--- src/rtl/spi_reg_pkg.sv ---
// Shared definitions for the SPI register controller: register map,
// FSM encoding and the status nibble returned during command bytes.
package spi_reg_pkg;

    localparam logic [6:0] ADDR_LED     = 7'h00;
    localparam logic [6:0] ADDR_BUT     = 7'h01;
    localparam logic [6:0] ADDR_ID      = 7'h02;
    localparam logic [6:0] ADDR_SCRATCH = 7'h03;

    localparam logic [3:0] STATUS_NIBBLE = 4'hA;

    typedef enum logic [1:0] {
        ST_IDLE = 2'd0,
        ST_CMD  = 2'd1,
        ST_DATA = 2'd2
    } state_e;

    // Only LED and scratch accept writes; everything else is dropped.
    function automatic logic is_writable(input logic [6:0] addr);
        return (addr == ADDR_LED) || (addr == ADDR_SCRATCH);
    endfunction

endpackage

--- src/rtl/spi_edge_sync.sv ---
// Multi-flop synchroniser followed by registered rise/fall pulse
// generation. Pulses are one clk wide and aligned with each other.
module spi_edge_sync #(
    parameter int SYNC_STAGES = 2
) (
    input  logic clk_i,
    input  logic rst_n_i,
    input  logic d_i,
    output logic rise_o,
    output logic fall_o
);

    logic [SYNC_STAGES-1:0] sync_q;
    logic                   level_q;
    logic                   rise_q;
    logic                   fall_q;

    // Synchronise the pin and register the edge pulses off the synced level.
    always_ff @(posedge clk_i or negedge rst_n_i) begin
        if (!rst_n_i) begin
            sync_q  <= '0;
            level_q <= 1'b0;
            rise_q  <= 1'b0;
            fall_q  <= 1'b0;
        end else begin
            sync_q  <= {sync_q[SYNC_STAGES-2:0], d_i};
            level_q <= sync_q[SYNC_STAGES-1];
            rise_q  <= sync_q[SYNC_STAGES-1] & ~level_q;
            fall_q  <= ~sync_q[SYNC_STAGES-1] & level_q;
        end
    end

    assign rise_o = rise_q;
    assign fall_o = fall_q;

endmodule

--- src/rtl/spi_reg_ctrl.sv ---
// SPI mode-0 slave register controller, fully in the clk_i domain.
// The SPI pins are oversampled; a command byte selects read/write and a
// 7-bit address, followed by a burst of data bytes with auto-increment.
module spi_reg_ctrl
    import spi_reg_pkg::*;
#(
    parameter logic [7:0] ID_VALUE    = 8'hA5,
    parameter int         SYNC_STAGES = 2
) (
    input  logic       clk_i,
    input  logic       rst_n_i,
    input  logic       spi_sck_i,
    input  logic       spi_cs_i,
    input  logic       spi_mosi_i,
    output logic       spi_miso_o,
    input  logic [3:0] but_i,
    output logic [7:0] led_o,
    output logic       wr_stb_o,
    output logic [6:0] wr_addr_o
);

    logic sck_rise_s, sck_fall_s, cs_rise_s, cs_fall_s;

    spi_edge_sync #(.SYNC_STAGES(SYNC_STAGES)) u_sck_sync (
        .clk_i   (clk_i),
        .rst_n_i (rst_n_i),
        .d_i     (spi_sck_i),
        .rise_o  (sck_rise_s),
        .fall_o  (sck_fall_s)
    );

    spi_edge_sync #(.SYNC_STAGES(SYNC_STAGES)) u_cs_sync (
        .clk_i   (clk_i),
        .rst_n_i (rst_n_i),
        .d_i     (spi_cs_i),
        .rise_o  (cs_rise_s),
        .fall_o  (cs_fall_s)
    );

    // MOSI gets one extra stage so it lines up with the registered SCK pulse.
    logic [SYNC_STAGES:0]        mosi_sync_q;
    logic [SYNC_STAGES-1:0][3:0] but_sync_q;
    logic                        mosi_s;
    logic [3:0]                  but_s;

    // Plain synchronisers for MOSI and the push buttons.
    always_ff @(posedge clk_i or negedge rst_n_i) begin
        if (!rst_n_i) begin
            mosi_sync_q <= '0;
            but_sync_q  <= '0;
        end else begin
            mosi_sync_q <= {mosi_sync_q[SYNC_STAGES-1:0], spi_mosi_i};
            but_sync_q  <= {but_sync_q[SYNC_STAGES-2:0], but_i};
        end
    end

    assign mosi_s = mosi_sync_q[SYNC_STAGES];
    assign but_s  = but_sync_q[SYNC_STAGES-1];

    state_e     state_q, state_d;
    logic       cs_act_q, cs_act_d;
    logic [2:0] cnt_q, cnt_d;
    logic [7:0] rx_q, rx_d;
    logic [7:0] tx_q, tx_d;
    logic       rw_q, rw_d;
    logic [6:0] addr_q, addr_d;
    logic [7:0] led_q, led_d;
    logic [7:0] scratch_q, scratch_d;
    logic       wr_stb_q;
    logic [6:0] wr_addr_q, wr_addr_d;
    logic       miso_q, miso_d;

    logic       byte_done_s;
    logic [7:0] byte_s;
    logic       write_en_s;
    logic [6:0] rd_addr_s;
    logic [7:0] rd_data_s;

    // cs_act_q is still set during the cycle carrying cs_rise, which lets a
    // byte completing on that same cycle be committed before going idle.
    assign byte_s      = {rx_q[6:0], mosi_s};
    assign byte_done_s = cs_act_q & sck_rise_s & (cnt_q == 3'd7);

    // Chip-select level tracking, bit counter and receive shifter.
    always_comb begin
        cs_act_d = cs_act_q;
        cnt_d    = cnt_q;
        rx_d     = rx_q;
        if (cs_fall_s) begin
            cs_act_d = 1'b1;
        end else if (cs_rise_s) begin
            cs_act_d = 1'b0;
        end else begin
            cs_act_d = cs_act_q;
        end
        if (!cs_act_q) begin
            cnt_d = 3'd0;
        end else if (sck_rise_s) begin
            cnt_d = cnt_q + 3'd1;
            rx_d  = byte_s;
        end else begin
            cnt_d = cnt_q;
        end
    end

    // Read mux: CMD reads the freshly received address, DATA the next one.
    always_comb begin
        rd_addr_s = (state_q == ST_CMD) ? byte_s[6:0] : (addr_q + 7'd1);
        case (rd_addr_s)
            ADDR_LED:     rd_data_s = led_q;
            ADDR_BUT:     rd_data_s = {4'h0, but_s};
            ADDR_ID:      rd_data_s = ID_VALUE;
            ADDR_SCRATCH: rd_data_s = scratch_q;
            default:      rd_data_s = 8'h00;
        endcase
    end

    // Transaction FSM: next state, address/direction and transmit shifter.
    always_comb begin
        state_d    = state_q;
        rw_d       = rw_q;
        addr_d     = addr_q;
        tx_d       = tx_q;
        write_en_s = 1'b0;
        if (cs_act_q && sck_fall_s && (cnt_q != 3'd0)) begin
            tx_d = {tx_q[6:0], 1'b0};
        end else begin
            tx_d = tx_q;
        end
        case (state_q)
            ST_IDLE: begin
                if (cs_fall_s) begin
                    state_d = ST_CMD;
                    tx_d    = {STATUS_NIBBLE, but_s};
                end else begin
                    state_d = ST_IDLE;
                end
            end
            ST_CMD: begin
                if (byte_done_s) begin
                    rw_d    = byte_s[7];
                    addr_d  = byte_s[6:0];
                    state_d = ST_DATA;
                    tx_d    = byte_s[7] ? 8'h00 : rd_data_s;
                end else begin
                    state_d = ST_CMD;
                end
            end
            ST_DATA: begin
                if (byte_done_s) begin
                    write_en_s = rw_q & is_writable(addr_q);
                    addr_d     = addr_q + 7'd1;
                    tx_d       = rw_q ? 8'h00 : rd_data_s;
                end else begin
                    write_en_s = 1'b0;
                end
            end
            default: begin
                state_d = ST_IDLE;
            end
        endcase
        if (cs_rise_s) begin
            state_d = ST_IDLE;
        end else begin
            state_d = state_d;
        end
    end

    // Register file updates, write strobe address and MISO next value.
    always_comb begin
        led_d     = led_q;
        scratch_d = scratch_q;
        wr_addr_d = wr_addr_q;
        if (write_en_s) begin
            wr_addr_d = addr_q;
            if (addr_q == ADDR_LED) begin
                led_d = byte_s;
            end else begin
                scratch_d = byte_s;
            end
        end else begin
            wr_addr_d = wr_addr_q;
        end
        miso_d = cs_act_d ? tx_d[7] : 1'b0;
    end

    // State and datapath registers.
    always_ff @(posedge clk_i or negedge rst_n_i) begin
        if (!rst_n_i) begin
            state_q   <= ST_IDLE;
            cs_act_q  <= 1'b0;
            cnt_q     <= 3'd0;
            rx_q      <= 8'h00;
            tx_q      <= 8'h00;
            rw_q      <= 1'b0;
            addr_q    <= 7'h00;
            led_q     <= 8'h00;
            scratch_q <= 8'h00;
            wr_stb_q  <= 1'b0;
            wr_addr_q <= 7'h00;
            miso_q    <= 1'b0;
        end else begin
            state_q   <= state_d;
            cs_act_q  <= cs_act_d;
            cnt_q     <= cnt_d;
            rx_q      <= rx_d;
            tx_q      <= tx_d;
            rw_q      <= rw_d;
            addr_q    <= addr_d;
            led_q     <= led_d;
            scratch_q <= scratch_d;
            wr_stb_q  <= write_en_s;
            wr_addr_q <= wr_addr_d;
            miso_q    <= miso_d;
        end
    end

    assign spi_miso_o = miso_q;
    assign led_o      = led_q;
    assign wr_stb_o   = wr_stb_q;
    assign wr_addr_o  = wr_addr_q;

endmodule

--- config.mk ---
export PLATFORM = sky130hd
export DESIGN_NAME = spi_reg_ctrl
export DESIGN_NICKNAME = d
export VERILOG_FILES = /design/src/rtl/spi_reg_pkg.sv /design/src/rtl/spi_edge_sync.sv /design/src/rtl/spi_reg_ctrl.sv
export SDC_FILE = /design/constraint.sdc
export NUM_CORES = 1
export LEC_CHECK = 0
export CORE_MARGIN = 2
export CORE_UTILIZATION = 35
export CTS_BUF_LIST = sky130_fd_sc_hd__clkbuf_4
export DETAILED_ROUTE_END_ITERATION = 7
export GPL_ROUTABILITY_DRIVEN = 0
export HOLD_SLACK_MARGIN = 0.15
export SLEW_MARGIN = 20
export SYNTH_ARGS = -nofsm -noshare
export SYNTH_HDL_FRONTEND = slang
export SYNTH_SLANG_ARGS = --single-unit
export TNS_END_PERCENT = 10
--- constraint.sdc ---
create_clock -name clk_i -period 4.7 [get_ports clk_i]
set_clock_uncertainty 0.2 [all_clocks]
set_input_delay 0.47 -clock clk_i [delete_from_list [all_inputs] [get_ports clk_i]]
set_output_delay 0.47 -clock clk_i [all_outputs]
set_load 0.005 [all_outputs]
# Word level (Yosys, flattened, before mapping)
# Cells that the tools add are included.
[classes]
shifts = 0
eq_ne = 11
n_bitwise = 12
order_cmp = 0
n_reduce_logical = 13
div_mod_pow = 0
mux = 23
addsub = 2
mul = 0
[op_table]
columns = ["op", "n"]
rows = [
  ["$mux 8", 6],
  ["$pmux 8 s4", 1],
  ["$pmux 8 s3", 1],
  ["$eq 7x2->1 const B", 3],
  ["$mux 7", 3],
  ["$logic_not 7->1", 2],
  ["$pmux 7 s2", 1],
  ["$reduce_and 2->1", 4],
  ["$add 7x1->7 const B", 1],
  ["$and 1x1->1", 7],
  ["$eq 7x1->1 const B", 1],
  ["$mux 1", 6],
  ["$mux 3", 2],
  ["$pmux 2 s3", 1],
  ["$not 1->1", 5],
  ["$mux 2", 2],
  ["$ne 2x1->1 const B", 2],
  ["$ne 2x2->1 const B", 2],
  ["$add 3x1->3 const B", 1],
  ["$eq 3x3->1 const B", 1],
  ["$reduce_and 3->1", 1],
  ["$reduce_bool 3->1", 1],
  ["$eq 2x1->1 const B", 1],
  ["$eq 2x2->1 const B", 1],
  ["4 further kinds", 5],
]
[totals]
reg_bits = 75
out_inout_bits = 17
word_cells = 84
mem_count = 0
mem_bits_rw = 0
latchBits = 0
mem_bits_ro = 0

# Longest topological paths before layout
# Gate-level depths: netlist (run 1).
[depth]
word_depth = 8
ltp_mapped = 8

# Cells and area by module
# A second synthesis (run 1) with hierarchy kept.
[hier_totals]
hier_cells = 300
area_unflattened_um2 = 3365.7
[modules_own_cells]
columns = ["mod", "cells_each", "instances", "seq_area_each_um2", "area_each_um2"]
rows = [
  ["spi_reg_ctrl", 286, 1, 1626.6, 3085.5],
  ["spi_edge_sync", 7, 2, 125.1, 140.1],
]

# Least setup slack after synthesis (run 1)
# OpenSTA, ideal clock, no wires.
[synth_timing]
path_type = "reg-to-reg"
start = "register cnt_q[0]"
end = "register wr_addr_q[0], in the netlist wr_addr_o[0]"
required_time_ps = 4375
arrival_time_ps = 1801
slack_ps = 2575
setup_ps = 125
stages_incl_launch_ff = 9
period_less_slack_ps = 2125
path_cell_list = "dfrtp_1 ha_1 ha_1 and3_1 buf_2 nand2_1 nor4_4 o21a_4 mux2_2"
[synth_between]
elab_chain_len = 4
[synth_lines]
columns = ["item", "line", "rtl"]
rows = [
  ["start, declared", "spi_reg_ctrl.sv:62", "logic [2:0] cnt_q, cnt_d;"],
  ["start signal, assigned", "spi_reg_ctrl.sv:205", "cnt_q <= cnt_d;"],
  ["$eq 3x3->1", "spi_reg_ctrl.sv:82", "assign byte_done_s = cs_act_q & sck_rise_s & (cnt_q == 3'd7);"],
  ["$and 1x1->1", "spi_reg_ctrl.sv:82", ""],
  ["$mux 1", "spi_reg_ctrl.sv:150", "if (byte_done_s) begin"],
  ["$mux 1", "spi_reg_ctrl.sv:130", "case (state_q)"],
  ["via write_en_s", "spi_reg_ctrl.sv:75", "logic write_en_s;"],
  ["end signal, assigned", "spi_reg_ctrl.sv:213", "wr_addr_q <= wr_addr_d;"],
  ["end, declared", "spi_reg_ctrl.sv:70", "logic [6:0] wr_addr_q, wr_addr_d;"],
]
# The timed path passes the listed nets, and every way through them passes these cells.
# A chain may end at the register's enable or synchronous reset.

# Worst setup path in the final report (run 1)
[layout_timing]
start = "register cnt_q[0]"
end = "register wr_addr_q[1], in the netlist wr_addr_o[1]"
# The elaborated chain is that of the path after synthesis.

==> key figures, run 1 <==
Placement
  • Post-placement cell area: 0.00382 sq mm
  • Place WS: 2060 ps
  • # port buffers: 25
  • Post-DP HPWL: 4690 um

Die
  • Top Ports: 26
  • Vert. Die Dim: 104 um
  • Core Area: 0.00968 sq mm
  • FP Rows: 36
  • Die area: 0.0107 sq mm
  • Initial Utilization: 35.9%
  • Die Width: 104 um

Global route
  • Initial antenna violation count: 0
  • Largest net degree at the start of global routing: 76
  • Vias in the first global route: 2,322
  • GR Overflow Total: 0
  • Gr usage total: 13.7%
  • Global-route wire length before repair: 11,700 um

Power
  • Combinational Power Share: 13.6%
  • NetSw: 0.000388 W
  • Seq pwr share: 56.9%
  • P_int: 0.00101 W
  • Pwr Density: 352 mW/mm^2
  • P_leak: 1.78 nW
  • Power share of the clock group: 29.5%
  • Sw Share: 27.8%
  • Max IR drop VDD: 0.215 mV

STA
  • Final Hold Fails: 0
  • Fin Hold WS: 160 ps
  • Tcrit/Tclk final: 57.1%
  • Minimum clock period: 2680 ps
  • FMAX: 0.372 GHz
  • Relative slew margins: 38.8%
  • Max-slew violation count: 0
  • Worst Setup Slack, final: 2020 ps
  • Fin Setup TNS: 0 ps
  • Final Setup Violations: 0
  • Worst Max-Slew Pin Slew: 918 ps
  • RSZ-0062 raised after global routing: no

Synthesis
  • Cell taking the most area after synthesis: dfrtp_1
  • Number of synthesis warnings: 0
  • Most frequent cell after synthesis: dfrtp_1
  • Fraction of registers with async set or reset after synthesis: 100%
  • Post-Syn Nets: 307
  • Post-Syn Area: 0.00347 sq mm
  • Mapped Cells: 293
  • Yosys reg bits: 75
  • Unique masters post-synth: 52
  • Area share of the largest cell type after synthesis: 54.0%
  • Syn Area/Cell: 11.9 sq um
  • Most used DFF post-synth: dfrtp_1
  • Top post-synthesis cells by area: dfrtp_1 54%, mux2_2 10%, mux2i_1 3.5%, nor2b_1 2.3%, o31ai_1 1.9%
  • Register area share after synthesis: 54.0%
  • Most common library cells after synthesis: 75 x dfrtp_1, 31 x mux2_2, 16 x nor2_1
  • EDFF count, synth: 0

Drt
  • DRT Pass-1 Iters: 4
  • Detailed-route via count: 2,301
  • Iteration-0 DRC Markers: 176
  • WL/cell: 15.1 um
  • Detailed-route DRC error count: 0
  • Post-DRT Antenna Nets: 0
  • Routed WL: 6790 um
  • Number of vias per cell: 5.11

Critical path
  • Worst Setup Path Type: register to register
  • CP endpoint kind: register
  • CP startpoint kind: register
  • Worst Setup EP: wr_addr_o[1]$_DFFE_PN0P_
  • Worst setup path startpoint: cnt_q[0]$_DFFE_PN0P_
  • Worst Path Max Fanout: 15
  • Worst EP arrival: 2790 ps
  • RR Startpoint: cnt_q[0]$_DFFE_PN0P_
  • Worst Path Required: 4810 ps
  • Worst reg2reg path depth: 7
  • R2r setup slk: 2020 ps
  • R2R Path End: wr_addr_o[1]$_DFFE_PN0P_

Finish
  • Fin area: 0.00396 sq mm
  • Layout cells sized above 1: 16.7%
  • Ant. Diodes: 0
  • Final core utilization: 40.9%
  • Total Nets Final: 329
  • Filler cells: 928
  • Layout area overhead: 14.1%

Flow run
  • Total of max-cap violations: 0

Clock tree
  • CTS Buffer Depth: 2
  • Clk sinks: 75
  • Root Buffer: clkbuf_4
  • CTS tree: built
  • Worst-Skew Late Latency: 430 ps
  • H-tree depth: 3
  • Clk slew on worst S/H paths: 130 ps
  • Post-CTS Setup Bufs: 0
  • CTS buffer count: 9

Status
  • Status: finished, final reports clean

Hold path
  • Hold WC Path Type: register to register
-- metal layers --
metal	track usage (%)	part of all wire [%]	up-vias
met5	0	0	-
met4	7.72	2.8	0
met3	2.77	2.8	15
met2	20.5	46	45
met1	18.7	48	1127
li1	-	-	1114
-- how the worst min path moves through the flow --
stage,start,endpoint,slack [ps],cells after the start
2_1_floorplan,rst_n_i,addr_q[0]$_DFFE_PN0P_,-30,0
3_3_place_gp,but_sync_q[3]$_DFF_PN0_,but_s[3]$_DFF_PN0_,130,0
3_5_place_dp,mosi_sync_q[0]$_DFF_PN0_,mosi_sync_q[1]$_DFF_PN0_,140,0
4_1_cts,u_cs_sync.sync_q[0]$_DFF_PN0_,u_cs_sync.sync_q[1]$_DFF_PN0_,160,0
5_1_grt,u_cs_sync.sync_q[0]$_DFF_PN0_,u_cs_sync.sync_q[1]$_DFF_PN0_,170,0
6_report,u_cs_sync.sync_q[0]$_DFF_PN0_,u_cs_sync.sync_q[1]$_DFF_PN0_,160,0
-- registers in the layout, summed over array words and instances, names as in the netlist, 2 cells and up --
name               cells
scratch_q              8
but_sync_q             4
but_s                  4
state_q                2
u_cs_sync.sync_q       2
wr_addr_o              7
tx_q                   8
addr_q                 7
cnt_q                  3
rx_q                   7
u_sck_sync.sync_q      2
mosi_sync_q            3
led_o                  8
-- cell usage in the layout (no fill, tap or decap), drive strengths merged, types with 5 or more instances in the layout --
master | netlist | final
mux2 | 31 | 31
ha | 5 | 5
nand2 | 15 | 15
o22ai | 7 | 7
mux2i | 13 | 13
nor2 | 16 | 16
clkbuf | 6 | 9
o31ai | 9 | 9
dfrtp | 75 | 75
inv | 7 | 7
o21ai | 9 | 9
a21o | 5 | 5
a21oi | 12 | 12
nand3 | 7 | 7
a2bb2oi | 5 | 5
clkdlybuf4s50 | 0 | 24
nor2b | 13 | 13
-- critical path: stages, from the launching register on --
cell and delay [ps]:
dfrtp_1 420, ha_1 180, ha_1 160, and3_1 510, nand2_1 170, nor4_4 330
o21a_4 250, mux2_2 340
-- per-stage QoR --
step | instances | power [W]
global placement | 436 | 0.000993
floorplan | 293 | 0.000914
CTS | 450 | 0.00141
detailed placement | 436 | 0.000998
global route | 450 | 0.00148
finish | 450 | 0.00140
-- power by group through the flow --
stage / clock network [W] / logic, W / registers, W
after floorplan: 0 / 0.000154 / 0.000760
after global placement: 0 / 0.000186 / 0.000807
after detailed placement: 0 / 0.000191 / 0.000807
after CTS: 0.000426 / 0.000192 / 0.000794
after global routing: 0.000457 / 0.000214 / 0.000807
final: 0.000412 / 0.000190 / 0.000794
-- cells by family after synthesis --
| logic type | after synthesis | share of synthesized area (%) |
|---|---|---|
| flops | 75 | 54.0 |
| buf+inv | 22 | 2.77 |
| xor+xnor | 3 | 0.757 |
| mux | 44 | 14.2 |
| fa+ha+maj | 5 | 1.80 |
| simple gates | 76 | 12.7 |
| compound gates | 68 | 13.8 |
-- cell type report --
type / count / area, sq um / share of cell area, %
multi-input cells: 196 / 1500 / 37.8
well taps: 133 / 166 / 4.20
repair buffers: 26 / 258 / 6.50
inverters: 7 / 26.3 / 0.663
flip-flops and latches: 75 / 1880 / 47.3
clock inverters: 4 / 68.8 / 1.74
clock buffers: 9 / 67.6 / 1.70
-- repair_timing --
| action | CTS | global route |
|---|---|---|
| gates resized for setup | 0 | 0 |
| hold buffers | 1 | 0 |
| endpoints found under the hold margin | 75 | 0 |
(Power assumes the default switching activity.)
==> run 2: changes to the inputs <==
==> constraint.sdc (replaced) <==
create_clock -name clk_i -period 2.7 [get_ports clk_i]
set_clock_uncertainty 0.2 [all_clocks]
set_input_delay 0.27 -clock clk_i [delete_from_list [all_inputs] [get_ports clk_i]]
set_output_delay 0.27 -clock clk_i [all_outputs]
set_load 0.005 [all_outputs]
==> key figures, run 2 (same netlist as run 1, synthesis figures left out) <==
Global route
  • GR Overflow Total: 0
  • Global-route wire length before repair: 12,300 um
  • Gr usage total: 14.3%
  • Largest net degree at the start of global routing: 76
  • Initial antenna violation count: 0
  • Vias in the first global route: 2,341

Die
  • Vert. Die Dim: 104 um
  • Die area: 0.0107 sq mm
  • FP Rows: 36
  • Die Width: 104 um
  • Core Area: 0.00968 sq mm
  • Top Ports: 26
  • Initial Utilization: 35.9%

Critical path
  • Worst Path Required: 2780 ps
  • CP endpoint kind: register
  • Worst EP arrival: 2400 ps
  • Worst reg2reg path depth: 8
  • Worst Setup Path Type: register to register
  • Worst Path Max Fanout: 6
  • CP startpoint kind: register

Clock tree
  • CTS buffer count: 9
  • Clk sinks: 75
  • Clk slew on worst S/H paths: 130 ps
  • Post-CTS Setup Bufs: 0
  • CTS tree: built
  • CTS Buffer Depth: 2
  • Worst-Skew Late Latency: 420 ps
  • Root Buffer: clkbuf_4
  • H-tree depth: 3

Power
  • Max IR drop VDD: 0.568 mV
  • P_leak: 1.85 nW
  • Pwr Density: 617 mW/mm^2

Drt
  • Detailed-route DRC error count: 0
  • Number of vias per cell: 5.12
  • Routed WL: 7220 um
  • WL/cell: 15.5 um
  • DRT Pass-1 Iters: 4
  • Post-DRT Antenna Nets: 0
  • Iteration-0 DRC Markers: 182
  • Detailed-route via count: 2,383

STA
  • Final Hold Fails: 0
  • Relative slew margins: 39.3%
  • Max-slew violation count: 0
  • Fin Setup TNS: 0 ps
  • FMAX: 0.431 GHz
  • RSZ-0062 raised after global routing: no
  • Worst Max-Slew Pin Slew: 910 ps
  • Tcrit/Tclk final: 85.9%
  • Minimum clock period: 2320 ps
  • Worst Setup Slack, final: 380 ps
  • Final Setup Violations: 0

Placement
  • # port buffers: 25
  • Post-DP HPWL: 5000 um
  • Place WS: 393 ps

Hold path
  • Hold WC Path Type: register to register
  • Hold Path Depth: 0

Flow run
  • Total of max-cap violations: 0

Finish
  • Layout cells sized above 1: 18.4%
  • Total Nets Final: 341
  • Ant. Diodes: 0
  • Most frequent cells in the layout: 75 x dfrtp_1, 31 x mux2_2, 24 x clkdlybuf4s50_1, 16 x nor2_1, 14 x nand2_1
  • Most common cell after layout, fill and taps aside: dfrtp_1
  • Layout area overhead: 18.2%

Status
  • Status: finished, final reports clean
run 2: changes by cell type in the layout (fill, tap and decap cells not counted):
cell / previous run / this run
dlygate4sd3_1: 1 / 8
inv_8: 0 / 1
buf_4: 1 / 6
clkinv_2: 1 / 0
clkinv_4: 0 / 3
run 2: through the flow:
| stage | instance area [sq um] | instances | hold WS, ps | utilization, % | total power, W |
|---|---|---|---|---|---|
| after detailed placement | 3850 | 441 | 135 | 39.8 | 0.00175 |
| after global routing | 4100 | 465 | 176 | 42.4 | 0.00267 |
| after CTS | 4100 | 465 | 165 | 42.4 | 0.00257 |
| after global placement | 3850 | 441 | 134 | 39.8 | 0.00175 |
| after floorplan | 3470 | 293 | -226 | - | 0.00159 |
| final | 4100 | 465 | 165 | 42.4 | 0.00253 |
run 2: what timing repair did:
action | in CTS | in global routing
setup endpoints to repair | 0 | 0
endpoints found under the hold margin | 82 | 0
resized for setup | 0 | 0
hold buffers | 8 | 0
run 2: final timing paths:
path | start | endpoint | slack (ps)
max | cnt_q[0]$_DFFE_PN0P_ | tx_q[2]$_DFF_PN0_ | 380
min | but_sync_q[1]$_DFF_PN0_ | but_s[1]$_DFF_PN0_ | 160
max reg2reg | cnt_q[0]$_DFFE_PN0P_ | tx_q[2]$_DFF_PN0_ | 380
min reg2reg | but_sync_q[1]$_DFF_PN0_ | but_s[1]$_DFF_PN0_ | 160
max in group asynchronous | rst_n_i | u_sck_sync.sync_q[1]$_DFF_PN0_ | 1400
min in group asynchronous | rst_n_i | led_o[0]$_DFFE_PN0P_ | 310
run 2: final cells by class:
| type | instances | area, sq um |
|---|---|---|
| sequential | 75 | 1880 |
| timing repair buffer | 38 | 365 |
| fill | 926 | 5580 |
| clock buffer | 9 | 67.6 |
| multi-input combinational | 196 | 1500 |
| tap | 133 | 166 |
| clock inverter | 7 | 101 |
| inverter | 7 | 26.3 |
run 2: per-layer routing:
layer | track usage, % | wire length [um]
met5 | 0 | 0
met4 | 4.83 | 98
met3 | 3.21 | 319
met2 | 21.9 | 3370
met1 | 20.1 | 3430
run 2: where the power goes:
group / switching, W / internal [W] / total [W]
clock: 0.000414 / 0.000383 / 0.000797
sequential: 0.000157 / 0.00123 / 0.00138
combinational: 0.000170 / 0.000182 / 0.000353
total: 0.000741 / 0.00179 / 0.00253
run 2: critical path, stage by stage, from the launching register on:
cell and delay [ps]:
dfrtp_1 400, ha_1 170, ha_1 170, and3_1 230, buf_4 160, nand2_1 120, o21bai_1 390, a2bb2oi_1 230
o31ai_1 100
==> run 3: changes to the inputs <==
--- a/config.mk
+++ b/config.mk
@@ -9,7 +9,7 @@
 export CORE_UTILIZATION = 35
 export CTS_BUF_LIST = sky130_fd_sc_hd__clkbuf_4
 export DETAILED_ROUTE_END_ITERATION = 7
-export GPL_ROUTABILITY_DRIVEN = 0
+export GPL_ROUTABILITY_DRIVEN = 1
 export HOLD_SLACK_MARGIN = 0.15
 export SLEW_MARGIN = 20
 export SYNTH_ARGS = -nofsm -noshare
==> results of run 3 <==
Final layout, timing and power as in run 2 (identical DEF).
==> RTL change 1 (config.mk and constraints of run 2) <==
Re-encode `state_e` (3 states) as one-hot, 3 bits wide.
--- a/src/rtl/spi_reg_pkg.sv
+++ b/src/rtl/spi_reg_pkg.sv
@@ -11,6 +11,6 @@
 
-    typedef enum logic [1:0] {
-        ST_IDLE = 2'd0,
-        ST_CMD  = 2'd1,
-        ST_DATA = 2'd2
+    typedef enum logic [2:0] {
+        ST_IDLE = 3'b001,
+        ST_CMD  = 3'b010,
+        ST_DATA = 3'b100
     } state_e;
Check against the original RTL: same outputs for any inputs over 10 cycles, from zero or initial values and one cycle with rst_n_i low; not proved beyond that.
==> RTL change 1 against run 2 <==
Routed wire length down 4.6%. Synthesized area decreased by 3.4%. Synthesized cell count decreased by 3.4%. Count of clock-buffer cells in the layout grew 1. Via count is 2.6% lower. Sequential cell count up 1. Design area shrank 0.27%. Worst setup slack worse by 290 ps. Sequential power fell by 4%. Worst hold slack worse by 0.72 ps. Die area is 3.3% lower. Total power decreased by 4.3%. Critical path type unchanged. Largest cell class unchanged. Highest routed layer unchanged.
==> RTL change 1: results (changes against run 2) <==
| Metric | Value |
|---|---|
| Outcome | completed |
| Largest net degree at the start of global routing | 77 (+1.3%) |
| Max incr delay on CP | 550 ps (+150 ps) |
| Non-clk buf share | 0.1082 (+0.01920) |
| Post-Synth XOR/XNOR Area | 0.005222 (-0.002343) |
| Synth unique cells | 48 (-7.7%) |
| Post-synthesis mux area share | 0.1257 (-0.01587) |
| GRT Overall Usage | 0.1445 (+0.001309) |
| Seq group | 1.33 mW (-4%) |
| Crit Path Max Fanout | 8 (+2) |
| Share of total power in combinational logic | 0.097 (-0.042) |
| Grt met3 use | 0.03762 (+0.005524) |
| Hold slack | 164.1 ps (-0.7190 ps) |
| Syn Nets | 297 (-3.3%) |
| Worst r2r src | addr_q[4] |
| Syn Area/Cell | 11.85 µm² (about the same) |
| Worst slack at placement | 83.58 ps (-309.1 ps) |
| Top post-synthesis cells by area | dfrtp_1 56%, mux2_2 8.4%, mux2i_1 4.2% |
| Post-Synth Adder-Cell Area | 0.01865 (+0.0006382) |
| Hold_sp | but_sync_q[3] |
| GR Layer Usage met2 | 0.2247 (+0.005207) |
| Met1 Use GR | 0.2003 (-0.0006962) |
| Cells after DPL | 441 (unchanged) |
| Vias in the first global route | 2,284 (-2.4%) |
| Reg2reg path depth | 5 (-3) |
| Leakage | 1.856 nW (+0.54%) |
| Ranking of synthesized cells by instance count | 75 x dfrtp_1, 25 x mux2_2, 22 x nand2_1, 18 x a21oi_1, 18 x o21ai_0 |
| Switching pwr | 0.5983 mW (-19%) |
| Clock-cell share of area | 0.04311 (+0.001948) |
| Flops & latches, synth | 76 (+1.3%) |
| Post-DP HPWL | 4858 µm (-2.8%) |
| Cts repair resizes | 0 (unchanged) |
| Slowest stage cell, crit path | or4_4 |
| Arrival time at the worst endpoint | 2710 ps (+310 ps) |
| First-pass GRT wire length | 11,590 µm (-5.6%) |
| Clock buf count | 10 (+1) |
| Nets | 346 (+1.5%) |
| Avg WL per Cell | 14.83 µm (-4.6%) |
| Worst relative slew slack | 0.3631 (-0.03035) |
| Buffers excl. clock | 48 (+26%) |
| Final min period | 2613 ps (+292.6 ps) |
| Mapped cell area | 3354 µm² (-3.4%) |
| Number of diodes | 0 (unchanged) |
| Post-DR vias/cell | 4.991 (-2.6%) |
| Register area share after synthesis | 0.5673 (+0.02698) |
| Cell family with most CP delay | simple AND/OR/NAND/NOR gates |
| VDD IR max | 0.3282 mV (-42%) |
| Seq/total area | 0.4650 (+0.007679) |
| # hold bufs at CTS | 9 (+1) |
| 1st-iter DRT viols | 98 (-46%) |
| Layout cell share with drive strength beyond 1 | 0.1964 (+0.01269) |
| Drt total wl | 6894 µm (-4.6%) |
| FF-to-FF setup slack | 90 ps (-290 ps) |
| R2r endpoint | scratch_q[4] |
| Synth Area in Compound Gates | 0.1291 (-0.008912) |
| Comb_multi_in | 190 (-3.1%) |
| Hold Path Sink | but_s[3] |
==> RTL change 1: cell types whose count changed after synthesis, moves of 4 or more <==
cell | before | now
nand2_1 | 14 | 22
o32ai_1 | 4 | 0
a21oi_1 | 12 | 18
o22ai_1 | 7 | 1
nor2b_1 | 13 | 8
o21ai_0 | 9 | 18
a2bb2oi_1 | 5 | 0
buf_2 | 8 | 2
o31ai_1 | 9 | 2
nand3_1 | 7 | 2
o221ai_1 | 0 | 5
mux2_2 | 31 | 25
and2_1 | 2 | 9
==> RTL change 1: through the flow <==
stage / util / power [mW] / area (µm²)
after detailed placement: 0.4116 / 1.584 / 3821
after global routing: 0.4408 / 2.528 / 4093
final: 0.4408 / 2.424 / 4093
after CTS: 0.4403 / 2.450 / 4088
after global placement: 0.4116 / 1.578 / 3821
after floorplan: - / 1.469 / 3354
==> RTL change 1: layer usage <==
metal	up-vias	wire length, µm
met3	5	268
met2	39	3194
li1	1118	-
met1	1159	3363
met5	-	0
met4	0	68
==> RTL change 2 (settings of run 2) <==
Without the edit above. `SYNC_STAGES` is set to 2 in 2 places; all go to 4.
--- a/src/rtl/spi_edge_sync.sv
+++ b/src/rtl/spi_edge_sync.sv
@@ -3,3 +3,3 @@
 module spi_edge_sync #(
-    parameter int SYNC_STAGES = 2
+    parameter int SYNC_STAGES = 4
 ) (
--- a/src/rtl/spi_reg_ctrl.sv
+++ b/src/rtl/spi_reg_ctrl.sv
@@ -7,3 +7,3 @@
     parameter logic [7:0] ID_VALUE    = 8'hA5,
-    parameter int         SYNC_STAGES = 2
+    parameter int         SYNC_STAGES = 4
 ) (
Behaviour: not the same (a bounded check fails within 10 cycles, from zero or initial values and one cycle with rst_n_i low).
==> RTL change 2 against run 2 <==
Combinational power is 4% higher. Synthesized area grew 9.6%. Design area grew 8.9%. Sequential cell count is 14 higher. Worst setup slack got worse by 6.1 ps. Sequential power up 17%. Global-route usage rose by 0.85 points. Worst hold slack got worse by 5.8 ps. Routed wire length rose by 13%. Total power increased by 8.3%.
==> RTL change 2: results (changes against run 2) <==
| Metric | Value |
|---|---|
| Port Buffer Count | 25 (unchanged) |
| Outcome | completed |
| Worst slack at placement | 427.8 ps (+35.16 ps) |
| VDD IR max | 0.5045 mV (-11%) |
| GRT Overall Usage | 0.1518 (+0.008546) |
| 1st-iter DRT viols | 135 (-26%) |
| Hold Path Class | input port to async pin |
| Post-DR vias/cell | 5.224 (+1.9%) |
| Clk root buf | clkbuf_4 |
| Ranking of synthesized cells by instance count | 89 x dfrtp_1, 31 x mux2_2, 14 x a21oi_1 |
| Clock H-tree levels | 3 (unchanged) |
| Number of diodes | 0 (unchanged) |
| Nets | 360 (+5.6%) |
| Vias in the first global route | 2,575 (+10%) |
| Worst relative slew slack | 0.3868 (-0.006574) |
| Top post-synthesis cells by area | dfrtp_1 59%, mux2_2 9.2%, mux2i_1 3.4% |
| First-pass GRT wire length | 13,370 µm (+8.9%) |
| Initial antenna violation count | 0 (unchanged) |
| Syn Nets | 320 (+4.2%) |
| DR pass1 iterations | 5 (+1) |
| Max clock buf depth | 2 (unchanged) |
| Post-DP HPWL | 5611 µm (+12%) |
| Arrival time at the worst endpoint | 2450 ps (+50 ps) |
| Layout cell share with drive strength beyond 1 | 0.1795 (-0.004248) |
| Crit Path Max Fanout | 9 (+3) |
| Setup Total Neg Slack | 0 ps (unchanged) |
| Drt total wl | 8150 µm (+13%) |
| Largest net degree at the start of global routing | 26 (-66%) |
| Clock transition at path regs | 150 ps (+20 ps) |
| Synth warn | 0 (unchanged) |
| Worst-skew pair later-pin latency | 440 ps (+20 ps) |
| Top_reg_cell synth | dfrtp_1 |
| Number of CTS-inserted buffers | 9 (unchanged) |
| Post-CTS Setup Bufs | 0 (unchanged) |
| DP Area | 4229 µm² (+9.7%) |
| Fill count | 1,050 (+13%) |
| Synth unique cells | 52 (unchanged) |
| Leakage | 1.997 nW (+8.2%) |
| Register area share after synthesis | 0.5851 (+0.04480) |
| Biggest register | but_sync_q |
RTL change 2: kinds of logic after synthesis:
group           share of synthesized area
buf+inv                           0.02761
fa+ha+maj                         0.01644
mux                                0.1318
simple gates                       0.1039
flops                              0.5851
xor+xnor                         0.006905
compound gates                     0.1282
RTL change 2: final timing paths:
check | start | end | slack (ps) | depth (start not counted)
max | addr_q[0] | spi_miso_o | 370 | 6
min | rst_n_i | but_sync_q[4] | 160 | 3
min reg2reg | but_sync_q[6] | but_sync_q[10] | 160 | 0
max in group asynchronous | rst_n_i | scratch_q[1] | 890 | 3
max reg2reg | addr_q[0] | spi_miso_o | 370 | 6
min in group clk_i | but_sync_q[6] | but_sync_q[10] | 160 | 0
RTL change 2: per-layer routing:
metal  GRT usage  part of all wire  up-vias
met2      0.2323              0.47       85
li1            -                 -     1196
met5           0                 0        -
met4     0.05678             0.015        0
met3     0.03677             0.071       10
met1      0.2098              0.44     1274
RTL change 2: cell type report:
cell class	instances	share of cell area
clock inverters	7	0.01708
flip-flops and latches	89	0.4985
multi-input cells	192	0.3299
well taps	140	0.03920
clock buffers	9	0.01512
repair buffers	44	0.09185
inverters	10	0.008401
RTL change 2: stage by stage:
step	cells	util
global route	491	0.4158
CTS	491	0.4163
global placement	465	0.3936
finish	491	0.4158
detailed placement	465	0.3936
floorplan	306	-
RTL change 2: timing repair:
action                    4_1_cts  5_1_grt
hold endpoints to repair       96        0
hold buffers                   10        0
resized for setup               0        0
RTL change 2: worst max-delay path, cell delays in order (launching register included):
cell      delay [ps]
dfrtp_1          510
inv_1            160
ha_1             380
mux2_2           350
a32oi_1          390
a2111o_1         150
o32ai_1           90
RTL change 2: report_power, final:
group	total (mW)	leakage (nW)	switching (mW)	internal (mW)
Clock	0.764	0.0798	0.473	0.291
Combinational	0.367	0.785	0.178	0.188
Sequential	1.61	1.13	0.168	1.45
Total	2.74	2.00	0.819	1.93
